[config.mk]
export PLATFORM = sky130hd
export DESIGN_NAME = alu_seq
export DESIGN_NICKNAME = d
export VERILOG_FILES = /design/src/rtl/alu_seq.sv
export SDC_FILE = /design/constraint.sdc
export NUM_CORES = 1
export LEC_CHECK = 0
export ABC_AREA = 1
export ABC_CLOCK_PERIOD_IN_PS = 1100
export CORE_ASPECT_RATIO = 1.75
export CORE_MARGIN = 5
export CORE_UTILIZATION = 40
export DETAILED_ROUTE_END_ITERATION = 16
export PLACE_DENSITY = 0.67
export RECOVER_POWER = 100
export SYNTH_ARGS = -nofsm -noshare
export SYNTH_HDL_FRONTEND = slang
export SYNTH_SLANG_ARGS = --single-unit
[constraint.sdc]
create_clock -name clk -period 1.1 [get_ports clk]
set_input_delay 0.22 -clock clk [delete_from_list [all_inputs] [get_ports clk]]
set_output_delay 0.22 -clock clk [all_outputs]
set_load 0.01 [all_outputs]
[src/rtl/alu_seq.sv]
// Sequenced execute-stage ALU: single-cycle ADD/SUB/AND/OR/SLT plus an optional
// WIDTH-cycle unsigned shift-add multiplier, compiled in when ALU_MUL_EN is defined.
module alu_seq #(
    parameter int WIDTH = 32
) (
    input  logic             clk,
    input  logic             rst,
    input  logic             start,
    input  logic [3:0]       alu_ctrl,
    input  logic [WIDTH-1:0] a,
    input  logic [WIDTH-1:0] b,
    output logic             ready,
    output logic             done,
    output logic [WIDTH-1:0] result,
    output logic [WIDTH-1:0] hi,
    output logic             zero,
    output logic             illegal
);

    localparam logic [3:0] OP_ADD   = 4'd0;
    localparam logic [3:0] OP_SUB   = 4'd1;
    localparam logic [3:0] OP_AND   = 4'd4;
    localparam logic [3:0] OP_OR    = 4'd5;
    localparam logic [3:0] OP_SLT   = 4'd7;
`ifdef ALU_MUL_EN
    localparam logic [3:0] OP_MULTU = 4'd8;
`endif

    logic [WIDTH-1:0]        w_res;
    logic                    w_legal;
    logic signed [WIDTH-1:0] w_sa;
    logic signed [WIDTH-1:0] w_sb;

    logic [WIDTH-1:0]        r_result;
    logic                    r_done;
    logic                    r_zero;
    logic                    r_illegal;

`ifdef ALU_MUL_EN
    localparam int                CNT_W    = $clog2(WIDTH);
    localparam logic [CNT_W-1:0]  LAST_CNT = CNT_W'(WIDTH - 1);

    typedef enum logic {
        S_IDLE,
        S_MUL
    } state_t;

    state_t                 r_state;
    state_t                 w_state_nxt;
    logic [2*WIDTH-1:0]     r_acc;
    logic [2*WIDTH-1:0]     r_mcand;
    logic [2*WIDTH-1:0]     w_acc_nxt;
    logic [WIDTH-1:0]       r_mplier;
    logic [WIDTH-1:0]       r_hi;
    logic [CNT_W-1:0]       r_cnt;
    logic                   w_is_mul;
    logic                   w_last;
`endif

    assign w_sa = a;
    assign w_sb = b;

    // Unsupported codes leave w_res at zero, which also yields zero=1.
    always_comb begin
        w_res   = '0;
        w_legal = 1'b1;
`ifdef ALU_MUL_EN
        w_is_mul = 1'b0;
`endif
        case (alu_ctrl)
            OP_ADD:   w_res = a + b;
            OP_SUB:   w_res = a - b;
            OP_AND:   w_res = a & b;
            OP_OR:    w_res = a | b;
            OP_SLT:   w_res = {{(WIDTH-1){1'b0}}, (w_sa < w_sb)};
`ifdef ALU_MUL_EN
            OP_MULTU: w_is_mul = 1'b1;
`endif
            default:  w_legal = 1'b0;
        endcase
    end

`ifdef ALU_MUL_EN
    assign w_last    = (r_cnt == LAST_CNT);
    assign w_acc_nxt = r_mplier[0] ? (r_acc + r_mcand) : r_acc;

    always_ff @(posedge clk or posedge rst) begin
        if (rst) begin
            r_state <= S_IDLE;
        end else begin
            r_state <= w_state_nxt;
        end
    end

    always_comb begin
        w_state_nxt = r_state;
        case (r_state)
            S_IDLE:  if (start && w_is_mul) w_state_nxt = S_MUL;
            S_MUL:   if (w_last) w_state_nxt = S_IDLE;
            default: w_state_nxt = S_IDLE;
        endcase
    end
`endif

    always_ff @(posedge clk or posedge rst) begin
        if (rst) begin
            r_done    <= 1'b0;
            r_result  <= '0;
            r_zero    <= 1'b0;
            r_illegal <= 1'b0;
`ifdef ALU_MUL_EN
            r_hi      <= '0;
            r_acc     <= '0;
            r_mcand   <= '0;
            r_mplier  <= '0;
            r_cnt     <= '0;
`endif
        end else begin
            r_done <= 1'b0;
`ifdef ALU_MUL_EN
            // One multiplier bit per cycle, LSB first; multiplicand shifts up each step.
            if (r_state == S_MUL) begin
                r_acc    <= w_acc_nxt;
                r_mcand  <= r_mcand << 1;
                r_mplier <= r_mplier >> 1;
                r_cnt    <= r_cnt + 1'b1;
                if (w_last) begin
                    r_done    <= 1'b1;
                    r_result  <= w_acc_nxt[WIDTH-1:0];
                    r_hi      <= w_acc_nxt[2*WIDTH-1:WIDTH];
                    r_zero    <= (w_acc_nxt[WIDTH-1:0] == '0);
                    r_illegal <= 1'b0;
                end
            end else if (start && w_is_mul) begin
                r_acc    <= '0;
                r_mcand  <= {{WIDTH{1'b0}}, a};
                r_mplier <= b;
                r_cnt    <= '0;
            end else
`endif
            if (start) begin
                r_done    <= 1'b1;
                r_result  <= w_res;
                r_zero    <= (w_res == '0);
                r_illegal <= ~w_legal;
`ifdef ALU_MUL_EN
                r_hi      <= '0;
`endif
            end
        end
    end

`ifdef ALU_MUL_EN
    assign ready = (r_state == S_IDLE);
    assign hi    = r_hi;
`else
    assign ready = 1'b1;
    assign hi    = '0;
`endif
    assign done    = r_done;
    assign result  = r_result;
    assign zero    = r_zero;
    assign illegal = r_illegal;

endmodule

==> impl_metrics.json <==
{
  "outcome": "finished, violations left",
  "violations": "setup timing",
  "grt_pass1_vias": 11750,
  "clk_latency_ns": 0.27,
  "drtAntennaViolNets": 0,
  "yosys.area_share.xor_xnor": 0.002205,
  "fin_crit_sh": 1.943,
  "cts_tree": "built",
  "die_y_um": 196.4,
  "rsz0062_at_grt": "yes",
  "final_hold_viol_count": 0,
  "ys_warn_count": 0,
  "io_pins": 139,
  "grt_overflow_total": 0,
  "root_buffer": "clkbuf_16",
  "syn2layout_area_growth_pct": 97.18,
  "yosys.area.top_type": "nand2_1",
  "grtUsageMet1": 0.3148,
  "setup_ws_ns": -1.038,
  "core_um2": 19650,
  "final_net_count": 2099,
  "std_cell_rows": 68,
  "synth_edf_count": 0,
  "grt_util_met2": 0.6705,
  "dpl.hpwl_um": 32690,
  "antenna_found_initial": 1,
  "gp_congestion": 1.017,
  "synthArstFlopShare": 1.000,
  "cts-hold-fix-buffers": 0,
  "placed_cells": 2053,
  "cp.required_ns": 1.32,
  "dr.pass1.iters": 6,
  "diodes": 0,
  "worstSetupStartpointType": "primary input",
  "hold_ws_ns": 0.4487,
  "synthMuxAreaShare": 0,
  "met3_usage": 0.04608,
  "yosys.area_share.adder": 0.1672,
  "busiest_layer": "met2",
  "die-area_um2": 22890,
  "clk_path_buf_depth": 2,
  "synth-compound-area-share": 0.1041,
  "min_path_type": "in2reg",
  "cts.htree.levels": 2,
  "design_area_um2": 15670,
  "critPathCaptureType": "flip-flop",
  "synth_top_cell_area_share": 0.2055,
  "synth_cell_types": 35,
  "avgSynthCellArea_um2": 5.564,
  "setup_viol": 33,
  "syn_inst": 1428,
  "synth_flop_cell": "dfrtp_1",
  "routed_via_density": 5.279,
  "drc": 0,
  "synth_seq_cells": 35,
  "final_util": 0.7971,
  "clkSinkCount": 35,
  "power_mw": 10.71,
  "synthSimpleGateAreaFrac": 0.4285,
  "finalNonFillerCells": 2169,
  "vias": 11450,
  "finalCriticalPeriod_ns": 2.138,
  "drive_gt1_frac": 0.6014,
  "die_x_um": 116.5,
  "max_freq_mhz": 467.8,
  "critPathKind": "in2reg",
  "cts.clk_slew.worst_paths_ns": 0.06,
  "maxCapViolations": 0,
  "yosysMostFrequentCell": "nand2_1",
  "slew_headroom": 0.5501,
  "grt_use_total": 0.3539,
  "synth.area.top_cells": "nand2_1 21%, ha_1 16%, inv_1 12%, dfrtp_1 11%, nand3_1 9.8%",
  "slew_violations": 0,
  "syn_area_um2": 7945,
  "synth_common_cells": "435 x nand2_1, 256 x inv_1, 156 x nand3_1",
  "grt_max_degree": 41,
  "grt_pass1_wl_um": 61730,
  "placed_area_um2": 12240,
  "wl_per_cell_um": 19.64,
  "initial_utilization": 0.4043,
  "synth.yosys.seq_area_share": 0.1102,
  "io_buffers": 105,
  "critPathArrivalTime_ns": 2.35,
  "drt-initial-drc-count": 603,
  "cellPowerDensity_nw_per_um2": 683.7,
  "peakVddDrop_v": 0.0006869,
  "finalClockSkew_ns": 0,
  "p_leak_nw": 7.921,
  "cp_max_fo": 4,
  "tightest_slew_ns": 0.6748,
  "totalWireLength_um": 42610,
  "cts_buffers": 5,
  "synth_top_family_by_area": "simple AND/OR/NAND/NOR gates"
}
metal layers:
metal | vias to the layer above | wire (um)
met5 | - | 9
met4 | 2 | 5239
met3 | 241 | 1990
met2 | 459 | 22680
met1 | 5357 | 12680
li1 | 5391 | -
critical path: stages:
cell and delay (ns):
buf_12 0.10, inv_12 0.03, ha_4 0.15, fa_2 0.38, inv_2 0.06, nand2_2 0.07
nand2_4 0.09, nand3_2 0.11, nand2_4 0.11, nand2_1 0.06, nand3_1 0.06, nand3_1 0.09
nor2_1 0.11, nand2_1 0.08, nor2_2 0.10, nand2_1 0.07, nor2_2 0.13, nand3_1 0.09
nor2_1 0.12, nand2_1 0.06, nand2_1 0.05
cells by family after synthesis:
group,Yosys count
other,2
and+or+nand+nor,801
DFF,35
adders and majority gates,105
xor gates and xnor gates,2
buffers and inverters,338
AOI/OAI and AO/OA,145
area by class of cell:
cell class | instances | area [um2]
clock buffers | 6 | 128.9
clock inverters | 2 | 12.51
fillers | 1435 | 3988
inverters | 265 | 1164
multi-input cells | 1086 | 8727
flip-flops and latches | 35 | 875.8
well taps | 245 | 306.5
repair buffers | 530 | 4452
final timing paths:
path	startpoint	end	slack (ns)	cells after the start
worst max-delay path	a[0]	zero	-1.04	21
worst min-delay path	start	result[1]	0.45	5
worst max register to register	result[20]	result[20]	0.37	3
worst min register to register	result[29]	result[29]	0.47	2
max in group asynchronous	rst	result[3]	0.23	3
min in group asynchronous	rst	result[28]	0.52	3
placed cells by master, fill, tap and decap left out, types with 46 or more instances in the layout:
master,instances
nand2_2,132
buf_4,330
nand3_1,85
nor2_4,67
nor2_1,46
nand3_2,53
nand2_1,256
buf_6,94
inv_1,123
nand2_4,50
inv_2,98
ha_1,50
state kept, by name (all words and copies together) (netlist names):
register	flops
done	1
illegal	1
result	32
zero	1
per-stage QoR:
step / setup slack, ns / TNS (ns)
2_1_floorplan: -0.8502 / -15.75
3_3_place_gp: -1.871 / -50.46
3_5_place_dp: -1.855 / -51.44
4_1_cts: -0.9944 / -22.86
5_1_grt: -1.189 / -26.37
6_report: -1.038 / -23.64
report_power, final:
part / internal (mW) / switching (mW) / leakage [nW] / total (mW)
registers: 1.40 / 0.0682 / 0.465 / 1.47
clock network: 0.835 / 0.538 / 0.0669 / 1.37
logic: 3.51 / 4.36 / 7.39 / 7.87
repair_timing:
action                                  CTS  global route
gates resized for setup                 965           223
endpoints found under the hold margin     0             0
pin swaps                               281           123
buffers inserted                         92            29
endpoints found under the setup margin   69            38
gates cloned                              2             1
Note: power is estimated with default switching activity, not from simulation.
